<file path="config.mk">
export PLATFORM = sky130hd
export DESIGN_NAME = triangle_scan
export DESIGN_NICKNAME = d
export VERILOG_FILES = /design/src/rtl/triangle_scan_pkg.sv /design/src/rtl/triangle_scan_bbox3.sv /design/src/rtl/triangle_scan.sv
export SDC_FILE = /design/constraint.sdc
export NUM_CORES = 1
export LEC_CHECK = 0
export ABC_AREA = 1
export CAP_MARGIN = 10
export CORE_MARGIN = 5
export CORE_UTILIZATION = 53
export CTS_CLUSTER_DIAMETER = 100
export DETAILED_ROUTE_END_ITERATION = 10
export GPL_ROUTABILITY_DRIVEN = 0
export HOLD_SLACK_MARGIN = 0.06
export PLACE_DENSITY = 0.93
export SYNTH_ARGS = -nofsm -noshare
export SYNTH_HDL_FRONTEND = slang
export SYNTH_SLANG_ARGS = --single-unit
</file>
<file path="constraint.sdc">
create_clock -name Clock -period 4.1 [get_ports Clock]
set_clock_uncertainty 0.05 [all_clocks]
set_input_delay 0.615 -clock Clock [delete_from_list [all_inputs] [get_ports Clock]]
set_output_delay 0.615 -clock Clock [all_outputs]
set_load 0.01 [all_outputs]
</file>
<file path="src/rtl/triangle_scan_pkg.sv">
// triangle_scan_pkg: coordinate width, screen defaults and scan FSM states shared
// by the triangle scan, inside-test and raster stages.
`timescale 1ns/1ps
`default_nettype none

package triangle_scan_pkg;

   localparam int CW           = 12;
   localparam int SCREEN_W_DEF = 40;
   localparam int SCREEN_H_DEF = 50;

   typedef enum logic [1:0] {
      ST_IDLE  = 2'd0,
      ST_SETUP = 2'd1,
      ST_SCAN  = 2'd2,
      ST_DONE  = 2'd3
   } state_t;

endpackage

`default_nettype wire

</file>
<file path="src/rtl/triangle_scan_bbox3.sv">
// bbox3: combinational min/max of three unsigned coordinates, max clamped to LIMIT,
// with an empty flag when even the minimum lies beyond LIMIT.
`timescale 1ns/1ps
`default_nettype none

module bbox3
   import triangle_scan_pkg::*;
#(
   parameter int W     = CW,
   parameter int LIMIT = SCREEN_W_DEF - 1
) (
   input  logic [W-1:0] i_a,
   input  logic [W-1:0] i_b,
   input  logic [W-1:0] i_c,
   output logic [W-1:0] o_min,
   output logic [W-1:0] o_max,
   output logic         o_empty
);

   localparam logic [W-1:0] c_lim = W'(LIMIT);

   logic [W-1:0] w_ab_min;
   logic [W-1:0] w_ab_max;
   logic [W-1:0] w_max_raw;

   always_comb begin
      w_ab_min  = (i_a < i_b) ? i_a : i_b;
      w_ab_max  = (i_a > i_b) ? i_a : i_b;
      o_min     = (w_ab_min < i_c) ? w_ab_min : i_c;
      w_max_raw = (w_ab_max > i_c) ? w_ab_max : i_c;
      o_max     = (w_max_raw > c_lim) ? c_lim : w_max_raw;
      o_empty   = (o_min > c_lim);
   end

endmodule

`default_nettype wire

</file>
<file path="src/rtl/triangle_scan.sv">
// triangle_scan: latches a triangle, computes its screen-clamped bounding box and
// streams every box pixel row-major over a valid/ready point interface.
`timescale 1ns/1ps
`default_nettype none

module triangle_scan #(
   parameter int SCREEN_W = triangle_scan_pkg::SCREEN_W_DEF,
   parameter int SCREEN_H = triangle_scan_pkg::SCREEN_H_DEF,
   parameter int CW       = triangle_scan_pkg::CW
) (
   input  logic          Clock,
   input  logic          Reset_n,
   input  logic          tri_valid,
   output logic          tri_ready,
   input  logic [CW-1:0] Ponto1X,
   input  logic [CW-1:0] Ponto1Y,
   input  logic [CW-1:0] Ponto2X,
   input  logic [CW-1:0] Ponto2Y,
   input  logic [CW-1:0] Ponto3X,
   input  logic [CW-1:0] Ponto3Y,
   output logic [CW-1:0] V1X,
   output logic [CW-1:0] V1Y,
   output logic [CW-1:0] V2X,
   output logic [CW-1:0] V2Y,
   output logic [CW-1:0] V3X,
   output logic [CW-1:0] V3Y,
   output logic          pt_valid,
   input  logic          pt_ready,
   output logic [CW-1:0] pt_x,
   output logic [CW-1:0] pt_y,
   output logic          pt_last,
   output logic          tri_done
);

   import triangle_scan_pkg::*;

   localparam logic [CW-1:0] c_one = CW'(1);

   state_t r_state;
   state_t w_next;

   logic [CW-1:0] r_v1x, r_v1y, r_v2x, r_v2y, r_v3x, r_v3y;
   logic [CW-1:0] r_xmin, r_xmax, r_ymax;
   logic [CW-1:0] r_pt_x, r_pt_y;

   logic [CW-1:0] w_xmin, w_xmax, w_ymin, w_ymax;
   logic          w_xempty, w_yempty, w_empty;
   logic          w_accept, w_hs, w_at_last;

   // Box is derived from the latched vertices, so it is valid throughout SETUP.
   bbox3 #(.W(CW), .LIMIT(SCREEN_W - 1)) u_bbox_x (
      .i_a     (r_v1x),
      .i_b     (r_v2x),
      .i_c     (r_v3x),
      .o_min   (w_xmin),
      .o_max   (w_xmax),
      .o_empty (w_xempty)
   );

   bbox3 #(.W(CW), .LIMIT(SCREEN_H - 1)) u_bbox_y (
      .i_a     (r_v1y),
      .i_b     (r_v2y),
      .i_c     (r_v3y),
      .o_min   (w_ymin),
      .o_max   (w_ymax),
      .o_empty (w_yempty)
   );

   assign w_empty   = w_xempty || w_yempty;
   assign w_accept  = tri_valid && (r_state == ST_IDLE);
   assign w_hs      = (r_state == ST_SCAN) && pt_ready;
   assign w_at_last = (r_pt_x == r_xmax) && (r_pt_y == r_ymax);

   always_ff @(posedge Clock or negedge Reset_n) begin
      if (!Reset_n) begin
         r_state <= ST_IDLE;
      end else begin
         r_state <= w_next;
      end
   end

   always_comb begin
      w_next    = r_state;
      tri_ready = 1'b0;
      pt_valid  = 1'b0;
      pt_last   = 1'b0;
      tri_done  = 1'b0;
      case (r_state)
         ST_IDLE: begin
            tri_ready = 1'b1;
            if (tri_valid) w_next = ST_SETUP;
         end
         ST_SETUP: begin
            w_next = w_empty ? ST_DONE : ST_SCAN;
         end
         ST_SCAN: begin
            pt_valid = 1'b1;
            pt_last  = w_at_last;
            if (pt_ready && w_at_last) w_next = ST_DONE;
         end
         ST_DONE: begin
            tri_done = 1'b1;
            w_next   = ST_IDLE;
         end
         default: w_next = ST_IDLE;
      endcase
   end

   always_ff @(posedge Clock or negedge Reset_n) begin
      if (!Reset_n) begin
         r_v1x  <= '0;
         r_v1y  <= '0;
         r_v2x  <= '0;
         r_v2y  <= '0;
         r_v3x  <= '0;
         r_v3y  <= '0;
         r_xmin <= '0;
         r_xmax <= '0;
         r_ymax <= '0;
         r_pt_x <= '0;
         r_pt_y <= '0;
      end else begin
         if (w_accept) begin
            r_v1x <= Ponto1X;
            r_v1y <= Ponto1Y;
            r_v2x <= Ponto2X;
            r_v2y <= Ponto2Y;
            r_v3x <= Ponto3X;
            r_v3y <= Ponto3Y;
         end
         if (r_state == ST_SETUP) begin
            r_xmin <= w_xmin;
            r_xmax <= w_xmax;
            r_ymax <= w_ymax;
            r_pt_x <= w_xmin;
            r_pt_y <= w_ymin;
         end else if (w_hs && !w_at_last) begin
            // Row wrap: return to the left edge of the box on the next line.
            if (r_pt_x == r_xmax) begin
               r_pt_x <= r_xmin;
               r_pt_y <= r_pt_y + c_one;
            end else begin
               r_pt_x <= r_pt_x + c_one;
            end
         end
      end
   end

   assign V1X  = r_v1x;
   assign V1Y  = r_v1y;
   assign V2X  = r_v2x;
   assign V2Y  = r_v2y;
   assign V3X  = r_v3x;
   assign V3Y  = r_v3y;
   assign pt_x = r_pt_x;
   assign pt_y = r_pt_y;

endmodule

`default_nettype wire

</file>
==> results of run 1 <==
[timing repair]
action                                  4_1_cts  5_1_grt
endpoints found under the setup margin       10       15
setup buffers                                 0       25
gates cloned                                  0        6
pin swaps                                     0       12
hold buffers                                  0        0
resized for setup                             2       54
[layer usage]
layer / GRT usage / vias to the layer above / routed length [um]
li1: - / 4232 / -
met1: 0.3692 / 4384 / 11910
met2: 0.4382 / 576 / 13740
met3: 0.06381 / 127 / 2620
met4: 0.08414 / 0 / 1139
met5: 0 / - / 0
[synth_stat cells (2+ instances only)]
cell type / count / area, um2
xor2_1: 21 / 183.9
a21oi_1: 109 / 545.5
o21a_1: 4 / 30.03
o311ai_0: 3 / 26.28
a31oi_1: 5 / 31.28
mux2_2: 2 / 22.52
o31ai_2: 3 / 37.54
nand4_1: 17 / 106.4
o22ai_1: 6 / 37.54
nand3_4: 2 / 35.03
nor2_4: 2 / 22.52
nor2_1: 128 / 480.5
o21ai_1: 30 / 150.1
nand3_1: 34 / 170.2
a2111oi_0: 2 / 17.52
a21o_1: 2 / 15.01
ha_1: 76 / 950.9
buf_1: 2 / 7.510
o211ai_1: 10 / 75.07
xnor2_1: 9 / 78.83
nor3_1: 8 / 40.04
buf_6: 5 / 56.30
buf_2: 4 / 20.02
or2_1: 3 / 18.77
o21ai_2: 3 / 26.28
nand2_4: 7 / 78.83
nand2_1: 224 / 840.8
nand3b_1: 2 / 15.01
o21ai_0: 80 / 400.4
a211oi_1: 2 / 15.01
clkbuf_1: 28 / 105.1
a21oi_2: 2 / 17.52
inv_4: 3 / 18.77
a22oi_1: 3 / 22.52
nor4_1: 3 / 18.77
inv_1: 141 / 529.3
nand2_2: 9 / 56.30
inv_2: 8 / 30.03
dfrtp_1: 134 / 3353
[power breakdown]
| part | switching (W) | total (W) | internal (W) | leakage, nW |
|---|---|---|---|---|
| sequential | 0.000115 | 0.00150 | 0.00138 | 1.45 |
| clock | 0.000614 | 0.00171 | 0.00110 | 0.307 |
| combinational | 0.000235 | 0.000522 | 0.000287 | 4.21 |
| total | 0.000963 | 0.00373 | 0.00276 | 5.98 |
[registers in the layout, indices dropped and copies added, names as in the netlist]
register  count
pt_y         12
r_xmin       12
r_state       2
pt_x         12
V2Y          12
r_ymax       12
V1Y          12
V3X          12
V1X          12
V3Y          12
r_xmax       12
V2X          12
[worst reg2reg max path, delay by kind of cell, from the launching register on]
kind / cells / cell delay (ns)
simple gates: 11 / 1.16
compound gates: 7 / 1.12
buf+inv: 6 / 0.62
flops: 1 / 0.40
fa+ha+maj: 2 / 0.60
[cells by family after synthesis]
family,Yosys count,share of synthesized area
buffers and inverters,192,0.08660
AND/OR/NAND/NOR,446,0.2197
adder cells (fa/ha/maj),76,0.1068
flip-flops,134,0.3768
multiplexers,2,0.002530
XOR/XNOR,30,0.02952
AO/OA/AOI/OAI,277,0.1780
[final cells by class]
type | count | area [um2]
Fill cell | 1156 | 4597
Clock inverter | 12 | 200.2
Sequential cell | 134 | 3356
Clock buffer | 20 | 446.7
Multi-Input combinational cell | 835 | 4986
Inverter | 153 | 584.3
Timing Repair Buffer | 216 | 2079
Tap cell | 220 | 275.3
[through the flow]
stage / worst slack [ns] / total power [W]
6_report: 0.03212 / 0.003728
2_1_floorplan: 0.4772 / 0.001745
5_1_grt: -0.2046 / 0.003848
3_5_place_dp: 0.04879 / 0.002034
4_1_cts: 0.01035 / 0.003729
3_3_place_gp: 0.2137 / 0.002019
[worst paths after layout]
check | startpoint | to | slack (ns) | cells after the start
worst max-delay path | V2X[6] | r_xmax[1] | 0.03 | 26
worst min-delay path | Reset_n | V3Y[5] | 0.22 | 1
worst max register to register | V2X[6] | r_xmax[1] | 0.03 | 26
worst min register to register | r_xmin[9] | r_xmin[9] | 0.44 | 2
max in group asynchronous | Reset_n | V1Y[0] | 2.90 | 2
min in group Clock | r_xmin[9] | r_xmin[9] | 0.44 | 2
==> results.json, run 1 <==
{
  "crit_required_ns": 4.37,
  "ys_dominant_reg_cell": "dfrtp_1",
  "synthCells": 1157,
  "antenna_found_initial": 0,
  "setup.worst_path.class": "reg -> reg",
  "clockRootBuffer": "clkbuf_16",
  "clk_pin_slew_ns": 0.06,
  "path_buf_inv": 6,
  "fin_area_um2": 11930,
  "grtUsageTotal": 0.2727,
  "fin_nets": 1509,
  "dpl_cell_area_um2": 10850,
  "die_w_um": 139.6,
  "synth_edf_count": 0,
  "max_freq_ghz": 0.2458,
  "grt_remaining_overflow": 0,
  "status": "completed",
  "drive_gt1_frac": 0.1161,
  "final_util": 0.7218,
  "final-hold-violation-count": 0,
  "rsz0062_at_grt": "yes",
  "crit_path_end_kind": "register",
  "synth.distinct_cells": 60,
  "first_iter_violations": 1173,
  "port_buffers": 175,
  "numCtsBuffers": 17,
  "drv_cap": 0,
  "diodes": 0,
  "hold_slack_ns": 0.2186,
  "finalSetupTns_ns": 0,
  "dieArea_um2": 19480,
  "die_h_um": 139.6,
  "worst_slew_pin_slew_ns": 0.9558,
  "max_slew_margin": 0.3628,
  "start_util": 0.5386,
  "vias_per_cell": 5.861,
  "ys_seq_area_frac": 0.3768,
  "ys_ff_latch": 134,
  "core_area_um2": 16520,
  "avgRoutedWirePerCell_um": 18.50,
  "total_leakage_power_nw": 5.975,
  "drv_slew": 0,
  "finalSetupViolCount": 0,
  "min_path_type": "in -> async",
  "ir_worst_vdd_mv": 0.3552,
  "grt_pass1_vias": 8689,
  "grt_max_degree": 95,
  "htree_levels": 4,
  "layout_worst_path_cycle_share": 0.9922,
  "cp_slowest_stage_delay_ns": 0.40,
  "grt_pass1_wl_mm": 43.64,
  "final_cell_mix": "nand2_1, clkdlybuf4s50_1, inv_1",
  "crit_top_cell": "inv_1",
  "avgSynthCellArea_um2": 7.692,
  "dpl.hpwl_mm": 19.38,
  "dr.pass1.iters": 6,
  "period_minus_slack_ns": 4.068,
  "synth.net_count": 1309,
  "drc": 0,
  "finalNonFillerCells": 1590,
  "cts_tree": "yes",
  "ios": 176,
  "synthArstFlopShare": 1.000,
  "clock_path_buffers": 2,
  "cp_data_arrival_time_ns": 4.34,
  "area.growth.synth_to_final_pct": 34.02,
  "ant_nets": 0,
  "wl_mm": 29.41,
  "start_kind": "register",
  "crit_family": "simple AND/OR/NAND/NOR gates",
  "dr_total_vias": 9319,
  "worstSkewPairLatency_ns": 0.43,
  "synth_area_um2": 8900,
  "p_per_area_nw_per_um2": 312.5,
  "clock-sinks": 134,
  "place_inst": 1527,
  "num_rows": 47,
  "final_common_cell": "nand2_1",
  "worst_path_max_delay_cell": "dfrtp_1",
  "crit_path_max_fanout": 7,
  "yosys_warnings": 0
}
Power figures use the tool's default switching activity.
==> inputs of run 2 (changes only) <==
--- a/config.mk
+++ b/config.mk
@@ -14,6 +14,8 @@
 export GPL_ROUTABILITY_DRIVEN = 0
 export HOLD_SLACK_MARGIN = 0.06
 export PLACE_DENSITY = 0.93
+export RECOVER_POWER = 50
+export SETUP_SLACK_MARGIN = 0.3
 export SYNTH_ARGS = -nofsm -noshare
 export SYNTH_HDL_FRONTEND = slang
 export SYNTH_SLANG_ARGS = --single-unit
==> run 2 against run 1 <==
Net effect: the run now ends with max-capacitance violations, max-slew violations, negative setup slack left; cell count up 1.9%; first-iteration DRC count up 51%; wire length up 24%; maximum frequency down 9.1%; critical path depth up 2; combinational power about the same; sequential share of layout area down 1.5 points; power up 1.1%; sequential power about the same; flip-flop and latch count unchanged; via count up 11%.
==> results.json, run 2 (synthesis results as in run 1) <==
{
  "grt_pass1_vias": 9081,
  "clk_pin_slew_ns": 0.07,
  "num_rows": 47,
  "rrSetupSlack_ns": -0.37,
  "crit_required_ns": 4.38,
  "min_to": "r_xmin[9]",
  "p_per_area_nw_per_um2": 299.1,
  "dr.pass1.iters": 8,
  "final_cell_mix": "nand2_1, clkdlybuf4s50_1, dfrtp_1, inv_1, nor2_1",
  "cts_tree": "yes",
  "intPower_w": 0.002764,
  "layout_worst_path_cycle_share": 1.091,
  "dr_wl_met2_mm": 16.18,
  "dieArea_um2": 19480,
  "worstSkewPairLatency_ns": 0.44,
  "finalSetupViolCount": 7,
  "first_iter_violations": 1773,
  "ios": 176,
  "start_kind": "register",
  "clock_path_buffers": 2,
  "dr_total_vias": 10380,
  "clock-sinks": 134,
  "worst_path_max_delay_cell": "dfrtp_1",
  "r2r_cells": 28,
  "wl_met1_mm": 13.30,
  "reg2reg_to": "r_ymax[0]",
  "clockRootBuffer": "clkbuf_16",
  "drv_slew": 184,
  "max_slew_margin": -0.6415,
  "final_common_cell": "nand2_1",
  "hold_slack_ns": 0.4373,
  "finalNonFillerCells": 1620,
  "grt_max_degree": 95,
  "start_util": 0.5386,
  "rsz0062_at_grt": "yes",
  "area.growth.synth_to_final_pct": 41.63,
  "dr_wl_met3_mm": 4.340,
  "top_layer_used": "met4",
  "period_minus_slack_ns": 4.473,
  "comb_power_share": 0.139,
  "worst_hold_startpoint": "r_xmin[9]",
  "grt_remaining_overflow": 0,
  "violations": "max-capacitance violations, max-slew violations, negative setup slack",
  "grt_pass1_wl_mm": 45.95,
  "max_freq_ghz": 0.2236,
  "p_seq_frac": 0.397,
  "wl_mm": 36.47,
  "final-hold-violation-count": 0,
  "avgRoutedWirePerCell_um": 22.51,
  "setup.worst_path.class": "reg -> reg",
  "cp_data_arrival_time_ns": 4.75,
  "fin_nets": 1539,
  "whs_path_depth": 2,
  "ir_worst_vdd_mv": 0.3649,
  "finalPower_w": 0.003770,
  "drv_cap": 2,
  "dpl.hpwl_mm": 19.38,
  "htree_levels": 4,
  "die_h_um": 139.6,
  "antenna_found_initial": 0,
  "worst_slew_pin_slew_ns": 2.462,
  "ant_nets": 0,
  "die_w_um": 139.6,
  "clockPowerShare": 0.465,
  "drive_gt1_frac": 0.1771,
  "p_sw_frac": 0.2669,
  "n_fill_cell": 989,
  "total_leakage_power_nw": 6.075,
  "port_buffers": 175,
  "place_inst": 1527,
  "grtUsageTotal": 0.2879,
  "drc": 0,
  "vias_per_cell": 6.409,
  "cts_hold_buf": 0,
  "crit_path_end_kind": "register",
  "p_sw_w": 0.001006,
  "min_path_type": "reg -> reg",
  "crit_path_max_fanout": 6,
  "core_area_um2": 16520,
  "crit_top_cell": "nand2_1",
  "status": "finished with violations",
  "worst_slack_ns": -0.3731,
  "cp_slowest_stage_delay_ns": 0.42,
  "r2r_start": "V2Y[1]",
  "diodes": 0,
  "numCtsBuffers": 17
}
run 2: cell count changes in the layout (fill, tap and decap cells not counted), moves of 7 or more:
cell             previous run  this run
buf_4                      35        58
clkdlybuf4s50_1           174       141
dlygate4sd3_1               0        33
ha_1                       71        61
ha_4                        4        15
nand2_1                   222       211
nand2_4                     9        16
o21ai_0                    64        52
o21ai_2                    12        23
o21ai_4                     0         7
run 2: cell type report:
type	count	area, um2	area share
Inverter	153	584.3	0.04636
Timing Repair inverter	1	7.507	0.0005956
Clock inverter	12	200.2	0.01588
Timing Repair Buffer	243	2282	0.1811
Multi-Input combinational cell	837	5450	0.4324
Sequential cell	134	3358	0.2664
Tap cell	220	275.3	0.02184
Clock buffer	20	446.7	0.03544
run 2: how the worst max path moves through the flow:
stage,start,end,cells after the start
6_report,V2Y[1],r_ymax[0],28
2_1_floorplan,V2Y[11],r_ymax[0],28
3_5_place_dp,V2Y[11],r_ymax[0],24
5_1_grt,V2Y[1],r_ymax[0],28
3_3_place_gp,V2Y[11],r_ymax[0],24
4_1_cts,V2Y[11],r_state[0],22
run 2: power by group through the flow:
stage | registers [W] | clock network (W) | logic, W
2_1_floorplan | 0.00152 | 0 | 0.000228
3_3_place_gp | 0.00151 | 0 | 0.000510
3_5_place_dp | 0.00152 | 0 | 0.000519
4_1_cts | 0.00149 | 0.00171 | 0.000526
5_1_grt | 0.00151 | 0.00179 | 0.000571
6_report | 0.00149 | 0.00175 | 0.000523
run 2: critical path: cells and delay by family (launching register included):
family	cells	cell delay, ns
DFF	1	0.42
buffers and inverters	6	0.76
AOI/OAI and AO/OA	5	0.83
and+or+nand+nor	15	1.68
adders and majority gates	2	0.61
run 2: stage by stage:
step / util / cell area, um2 / setup WS, ns / setup TNS, ns
floorplan: - / 8900 / 0.4772 / 0
global placement: 0.6568 / 10850 / 0.2137 / 0
detailed placement: 0.6568 / 10850 / 0.04879 / 0
CTS: 0.7101 / 11730 / 0.3031 / 0
global route: 0.7628 / 12600 / -0.4358 / -2.731
finish: 0.7628 / 12600 / -0.3731 / -2.035
run 2: repair_timing:
item	4_1_cts	5_1_grt
gates resized for setup	26	134
pin swaps	9	51
buffers inserted	16	36
gates cloned	5	4
setup endpoints to repair	13	22
run 2: layer usage:
layer	up-vias	global-route usage
li1	4303	-
met1	4767	0.3831
met2	977	0.4608
met3	335	0.06655
met4	0	0.1091
met5	-	0
